`config.mk`:
```
export PLATFORM = sky130hd
export DESIGN_NAME = random_target_sequencer
export DESIGN_NICKNAME = d
export VERILOG_FILES = /design/src/rtl/rts_pkg.sv /design/src/rtl/random_target_sequencer_lfsr.sv /design/src/rtl/random_target_sequencer.sv
export SDC_FILE = /design/constraint.sdc
export NUM_CORES = 1
export LEC_CHECK = 0
export ABC_CLOCK_PERIOD_IN_PS = 2700
export CAP_MARGIN = 10
export CORE_AREA = 2 2 92 94
export DETAILED_ROUTE_END_ITERATION = 8
export DIE_AREA = 0 0 94 96
export MAX_ROUTING_LAYER = met4
export PLACE_DENSITY_LB_ADDON = 0.1
export SLEW_MARGIN = 10
export SYNTH_ARGS = -nofsm -noshare
export SYNTH_HDL_FRONTEND = slang
export SYNTH_SLANG_ARGS = --single-unit
```
`constraint.sdc`:
```
create_clock -name CLOCK_50 -period 2.7 [get_ports CLOCK_50]
set_clock_uncertainty 0.1 [all_clocks]
set_input_delay 0.54 -clock CLOCK_50 [delete_from_list [all_inputs] [get_ports CLOCK_50]]
set_output_delay 0.54 -clock CLOCK_50 [all_outputs]
set_load 0.05 [all_outputs]
```
`src/rtl/rts_pkg.sv`:
```
// Shared types and LFSR helpers for the random target sequencer.
package rts_pkg;

   typedef enum logic [2:0] {IDLE, SEED, DRAW, PRESENT, GAP} state_t;

   localparam int unsigned BOX_NONE = 0;

   // Maximal-length tap masks (bit n-1 set for tap n), widths 3..16.
   function automatic logic [15:0] lfsr_taps(input int unsigned width);
      logic [15:0] t;
      case (width)
         3:       t = 16'h0006;
         4:       t = 16'h000C;
         5:       t = 16'h0014;
         6:       t = 16'h0030;
         7:       t = 16'h0060;
         8:       t = 16'h00B8;
         9:       t = 16'h0110;
         10:      t = 16'h0240;
         11:      t = 16'h0500;
         12:      t = 16'h0829;
         13:      t = 16'h100D;
         14:      t = 16'h2015;
         15:      t = 16'h6000;
         16:      t = 16'hD008;
         default: t = 16'h0000;
      endcase
      return t;
   endfunction

   // One Fibonacci step: shift left, XNOR of the taps enters at bit 0.
   function automatic logic [15:0] lfsr_next(input logic [15:0] cur, input int unsigned width);
      logic [16:0] mask;
      logic        fb;
      mask = (17'd1 << width) - 17'd1;
      fb   = ~^(cur & lfsr_taps(width));
      return {cur[14:0], fb} & mask[15:0];
   endfunction

endpackage

```
`src/rtl/random_target_sequencer_lfsr.sv`:
```
// Loadable W-bit XNOR LFSR; a zero load is replaced by 1.
module lfsr_n
   import rts_pkg::*;
#(
   parameter int unsigned W = 8
)(
   input  logic         clk,
   input  logic         rst,
   input  logic         load,
   input  logic [W-1:0] load_val,
   input  logic         step,
   output logic [W-1:0] q
);

   always_ff @(posedge clk or posedge rst) begin
      if (rst)
         q <= W'(1);
      else if (load)
         q <= (load_val == '0) ? W'(1) : load_val;
      else if (step)
         q <= W'(lfsr_next(16'(q), W));
   end

endmodule

```
`src/rtl/random_target_sequencer.sv`:
```
// Round sequencer: seeds, draws a non-repeating random box, presents it,
// then reports hit or miss and waits out the gap before the next draw.
module random_target_sequencer
   import rts_pkg::*;
#(
   parameter int unsigned LFSR_W      = 8,
   parameter int unsigned NUM_BOXES   = 5,
   parameter int unsigned BOX_W       = 3,
   parameter int unsigned BOX_BASE    = 1,
   parameter int unsigned PRESENT_CYC = 50000000,
   parameter int unsigned GAP_CYC     = 12500000,
   parameter int unsigned NO_REPEAT   = 1,
   parameter int unsigned MAX_TRIES   = 16
)(
   input  logic             CLOCK_50,
   input  logic             reset_signal,
   input  logic             start,
   input  logic             hit,
   output logic [BOX_W-1:0] target_box,
   output logic             target_valid,
   output logic             hit_ok,
   output logic             miss,
   output logic [7:0]       round_cnt
);

   localparam int unsigned PRES_W = (PRESENT_CYC > 1) ? $clog2(PRESENT_CYC) : 1;
   localparam int unsigned GAP_W  = (GAP_CYC > 1) ? $clog2(GAP_CYC) : 1;
   localparam int unsigned TMR_W  = (PRES_W > GAP_W) ? PRES_W : GAP_W;
   localparam int unsigned TRY_W  = $clog2(MAX_TRIES + 1);

   localparam logic [TMR_W-1:0] PRES_LAST = TMR_W'(PRESENT_CYC - 1);
   localparam logic [TMR_W-1:0] GAP_LAST  = TMR_W'(GAP_CYC - 1);
   localparam logic [TRY_W-1:0] TRY_LAST  = TRY_W'(MAX_TRIES);
   localparam logic [BOX_W:0]   NUM_B     = (BOX_W+1)'(NUM_BOXES);
   localparam logic [BOX_W-1:0] LAST_IDX  = BOX_W'(NUM_BOXES - 1);
   localparam logic [BOX_W-1:0] BASE      = BOX_W'(BOX_BASE);

   logic [1:0]        rst_pipe;
   logic              rst;
   state_t            state, state_d;
   logic              start_q;
   logic [LFSR_W-1:0] free_cnt;
   logic [LFSR_W-1:0] lfsr_q;
   logic              lfsr_load, lfsr_step;
   logic [TMR_W-1:0]  timer, timer_d;
   logic [TRY_W-1:0]  tries, tries_d;
   logic [BOX_W-1:0]  prev_idx, prev_idx_d;
   logic              prev_vld, prev_vld_d;
   logic [BOX_W-1:0]  cand_raw, cand;
   logic              fallback, accept;
   logic [BOX_W-1:0]  box_d;
   logic              valid_d, hit_ok_d, miss_d;
   logic [7:0]        round_d;

   // Reset asserts asynchronously and releases two clocks later.
   always_ff @(posedge CLOCK_50 or posedge reset_signal) begin
      if (reset_signal) rst_pipe <= 2'b11;
      else              rst_pipe <= {rst_pipe[0], 1'b0};
   end
   assign rst = rst_pipe[1];

   lfsr_n #(.W(LFSR_W)) u_lfsr (
      .clk      (CLOCK_50),
      .rst      (rst),
      .load     (lfsr_load),
      .load_val (free_cnt),
      .step     (lfsr_step),
      .q        (lfsr_q)
   );

   // Candidate is taken from the value the LFSR steps to this cycle.
   assign cand_raw = BOX_W'(lfsr_next(16'(lfsr_q), LFSR_W));

   always_comb begin
      fallback = (tries == TRY_LAST);
      cand     = cand_raw;
      if (fallback)
         cand = !prev_vld ? '0 : ((prev_idx == LAST_IDX) ? '0 : prev_idx + BOX_W'(1));
      accept = fallback ||
               (({1'b0, cand} < NUM_B) &&
                ((NO_REPEAT == 0) || !prev_vld || (cand != prev_idx)));
   end

   always_ff @(posedge CLOCK_50 or posedge rst) begin
      if (rst) state <= IDLE;
      else     state <= state_d;
   end

   always_comb begin
      state_d = state;
      case (state)
         IDLE:    if (start && !start_q) state_d = SEED;
         SEED:    state_d = DRAW;
         DRAW:    if (accept) state_d = PRESENT;
         PRESENT: if (hit || (timer == PRES_LAST)) state_d = GAP;
         GAP:     if (timer == GAP_LAST) state_d = start ? DRAW : IDLE;
         default: state_d = IDLE;
      endcase
   end

   always_comb begin
      timer_d    = timer;
      tries_d    = tries;
      prev_idx_d = prev_idx;
      prev_vld_d = prev_vld;
      box_d      = target_box;
      valid_d    = target_valid;
      hit_ok_d   = 1'b0;
      miss_d     = 1'b0;
      round_d    = round_cnt;
      lfsr_load  = 1'b0;
      lfsr_step  = 1'b0;
      case (state)
         SEED: begin
            lfsr_load = 1'b1;
            tries_d   = '0;
         end
         DRAW: begin
            lfsr_step = !fallback;
            tries_d   = tries + TRY_W'(1);
            if (accept) begin
               prev_idx_d = cand;
               prev_vld_d = 1'b1;
               box_d      = cand + BASE;
               valid_d    = 1'b1;
               timer_d    = '0;
            end
         end
         PRESENT: begin
            timer_d = timer + TMR_W'(1);
            if (hit || (timer == PRES_LAST)) begin
               hit_ok_d = hit;
               miss_d   = !hit;
               round_d  = round_cnt + 8'd1;
               valid_d  = 1'b0;
               box_d    = BOX_W'(BOX_NONE);
               timer_d  = '0;
            end
         end
         GAP: begin
            timer_d = timer + TMR_W'(1);
            tries_d = '0;
         end
         default: ;
      endcase
   end

   always_ff @(posedge CLOCK_50 or posedge rst) begin
      if (rst) begin
         start_q      <= 1'b0;
         free_cnt     <= '0;
         timer        <= '0;
         tries        <= '0;
         prev_idx     <= '0;
         prev_vld     <= 1'b0;
         target_box   <= BOX_W'(BOX_NONE);
         target_valid <= 1'b0;
         hit_ok       <= 1'b0;
         miss         <= 1'b0;
         round_cnt    <= 8'd0;
      end else begin
         start_q      <= start;
         free_cnt     <= free_cnt + LFSR_W'(1);
         timer        <= timer_d;
         tries        <= tries_d;
         prev_idx     <= prev_idx_d;
         prev_vld     <= prev_vld_d;
         target_box   <= box_d;
         target_valid <= valid_d;
         hit_ok       <= hit_ok_d;
         miss         <= miss_d;
         round_cnt    <= round_d;
      end
   end

endmodule

```
==> impl_metrics.py <==
metrics = {
    "power": {
        "p_sw_uw": 1750,
        "p_sw_share_pct": 40.0,
        "p_leak_uw": 0.00190,
        "p_int_uw": 2630,
        "p_seq_share_pct": 34.3,
        "p_comb_share_pct": 44.6,
        "peakVddDrop_mv": 0.392,
        "p_per_area_nw_per_um2": 996,
        "p_clk_share_pct": 21.1,
    },
    "final_layout": {
        "drive_gt1_share_pct": 12.3,
        "utilization_pct": 54.6,
        "final_cell_count_no_fill": 545,
        "seqCellArea_sq_um": 1780,
        "final_nets": 448,
        "fillers": 753,
        "fin_area_sq_um": 4400,
        "num_antenna_cells": 0,
        "syn2layout_area_growth_pct": 16.3,
        "multi_input_area_sq_um": 1830,
    },
    "worst_setup_path": {
        "crit_start": "timer[0]$_DFFE_PP0P_",
        "cp.arrival_ps": 2760,
        "timing.rr.start": "timer[0]$_DFFE_PP0P_",
        "crit_required_ps": 2880,
        "path_class": "flip-flop to flip-flop",
        "path_max_fanout": 5,
        "start_kind": "flip-flop",
        "critPathCaptureType": "flip-flop",
    },
    "route": {
        "vias": 3013,
        "drc_errors": 0,
        "firstDrtPassIters": 4,
        "via_per_inst": 5.53,
        "antenna_left": 0,
        "drtIter0Drc": 165,
        "totalWireLength_microns": 8190,
        "avgRoutedWirePerCell_microns": 15.0,
    },
    "global_route": {
        "grt_pass1_wl_microns": 14300,
        "grt_pass1_vias": 2952,
        "grt_overflow_total": 0,
        "grt_max_degree": 32,
        "grt_usage_pct": 20.6,
        "antenna_found_initial": 0,
    },
    "yosys": {
        "synth-edff-count": 0,
        "synth-xor-area-share_pct": 5.46,
        "ys_seq_elements": 71,
        "synth-simple-area-share_pct": 22.6,
        "synth-main-ff-cell": "dfrtp_1",
        "syn_inst": 401,
        "yosysSeqAreaShare_pct": 47.1,
        "synthAdderAreaFrac_pct": 2.98,
        "async_flop_share_pct": 100,
        "synth.net_count": 414,
        "synth_compound_area_share_pct": 14.5,
        "postSynthAreaPerCell_sq_um": 9.44,
        "yosys_warnings": 0,
        "synth_area_sq_um": 3780,
        "synth_top_family_by_area": "simple AND/OR/NAND/NOR gates",
        "synthDistinctLibCells": 60,
        "muxShareOfSynthArea_pct": 2.68,
    },
    "floorplan": {
        "die_w_microns": 94,
        "core.rowCount": 33,
        "initial_core_util_pct": 47.0,
        "ioPinCount": 18,
        "fp.dieH_microns": 96,
        "core-area_sq_um": 8050,
        "die-area_sq_um": 9020,
    },
    "min_path": {
        "hold_class": "flip-flop to asynchronous set/reset pin",
    },
    "place": {
        "dpl_cell_area_sq_um": 4180,
        "gp_congestion": 0.906,
        "dp.cells": 528,
        "dp_hpwl_microns": 5760,
        "io_buffers": 17,
    },
    "clock_tree": {
        "path_clk_slew_ps": 80,
        "cts_htree_levels": 3,
        "ctsHoldBuffers": 0,
        "cts_root_buffer": "clkbuf_8",
        "clockBufferDepth": 2,
        "cts_made_buffers": 9,
        "cts_tree": "built",
        "clkLatencyLatePin_ps": 350,
        "cts_num_sinks": 71,
    },
    "timing": {
        "setup_viol": 0,
        "rsz0062_at_grt": "no",
        "setup_tns_ps": 0,
        "fin_crit_sh_pct": 95.4,
        "maxSlewViolCount": 0,
        "hold_ws_ps": 258,
        "max_freq_mhz": 388,
        "worst_pin_slew_ps": 697,
        "relSlewSlack_pct": 53.4,
        "final-hold-violation-count": 0,
        "min_period_ps": 2580,
    },
    "status": {
        "status": "finished, final reports clean",
    },
    "job": {
        "max_cap_viol_count": 0,
    },
}
==> state kept, by name, indices dropped and copies added, names as in the netlist <==
register      cells
free_cnt          8
hit_ok            1
miss              1
prev_idx          3
prev_vld          1
round_cnt         8
rst_pipe          2
start_q           1
state             3
target_box        3
target_valid      1
timer            26
tries             5
u_lfsr.q          8
==> layout make-up <==
class,count,share of cell area [%]
clock buffer,10,2.90
clock inverter,6,1.96
inverter,25,2.13
multi-input combinational,290,41.5
sequential,71,40.5
tap,105,2.99
timing repair buffer,38,8.02
==> final timing paths <==
kind | to | slack (ps) | depth (start not counted)
max | timer[25]$_DFFE_PP0P_ | 120 | 7
min | timer[7]$_DFFE_PP0P_ | 260 | 1
max reg2reg | timer[25]$_DFFE_PP0P_ | 120 | 7
min reg2reg | timer[7]$_DFFE_PP0P_ | 260 | 1
max in group asynchronous | u_lfsr.q[0]$_DFFE_PP1P_ | 1400 | 2
min in group CLOCK_50 | rst_pipe[1]$_DFF_PP1_ | 260 | 0
==> power by group through the flow <==
stage / logic (uW) / registers (uW) / clock network, uW
CTS: 1960 / 1500 / 949
detailed placement: 1950 / 1520 / 0
global route: 2170 / 1530 / 997
floorplan: 1310 / 1610 / 0
finish: 1960 / 1500 / 923
global placement: 1920 / 1520 / 0
==> worst max-delay path: stages (launching register included) <==
cell and delay (ps):
dfrtp_1 390, buf_4 140, nand2_1 60, or3_1 370, or4b_4 530, or3_4 360, or4_1 470, nand3_1 90
==> routing by layer <==
metal  up-vias  track usage, %  share of wire (%)  wire length [microns]
li1       1506               -                  -                      -
met1      1438            28.0                 49                   4040
met2        63            31.4                 45                   3710
met3         6            5.09                4.2                    343
met4         0            4.95                1.1                     89
met5         -               -                  0                      0
==> cells by family (layout without fill, tap and decap cells) <==
family | Yosys count | count (layout)
AO/OA/AOI/OAI | 88 | 88
XOR/XNOR | 22 | 22
adder cells (fa/ha/maj) | 9 | 9
buffers and inverters | 40 | 79
flip-flops | 71 | 71
multiplexers | 10 | 10
other | 1 | 1
AND/OR/NAND/NOR | 160 | 160
==> synthesized netlist by cell type, drive strengths merged (12+ instances only) <==
library cell   n  area (sq um)
dfrtp         68          1700
nand2         41           154
o21ai         31           155
inv           25          93.8
nor2          25          93.8
a21oi         24           120
nand3         23           115
xnor2         13           114
nand4         12          75.1
or3           12          82.6
==> through the flow <==
stage / total power, uW / setup slack (ps)
final: 4380 / 125
after global routing: 4700 / 16.1
after CTS: 4410 / 113
after detailed placement: 3470 / 101
after global placement: 3440 / 103
after floorplan: 2920 / 160
==> timing repair <==
item | 4_1_cts | 5_1_grt
resized for setup | 0 | 1
buffers inserted | 0 | 1
endpoints found under the hold margin | 0 | 0
setup endpoints to repair | 0 | 2
==> cell usage in the layout, fill, tap and decap left out, types with 8 or more instances in the layout <==
| master | synthesis | final |
|---|---|---|
| clkbuf_8 | 0 | 9 |
| o21ai_0 | 29 | 29 |
| clkdlybuf4s50_1 | 0 | 17 |
| nor2_1 | 25 | 25 |
| nor3_1 | 9 | 9 |
| nand3_1 | 23 | 23 |
| xor2_1 | 8 | 8 |
| buf_4 | 0 | 19 |
| nand4_1 | 12 | 12 |
| or3_1 | 9 | 9 |
| dfrtp_1 | 68 | 68 |
| ha_1 | 9 | 9 |
| nand2_1 | 41 | 41 |
| xnor2_1 | 13 | 13 |
| mux2i_1 | 9 | 9 |
| a21oi_1 | 24 | 24 |
| inv_1 | 24 | 23 |
No activity file was read; power rests on OpenSTA's default activity.
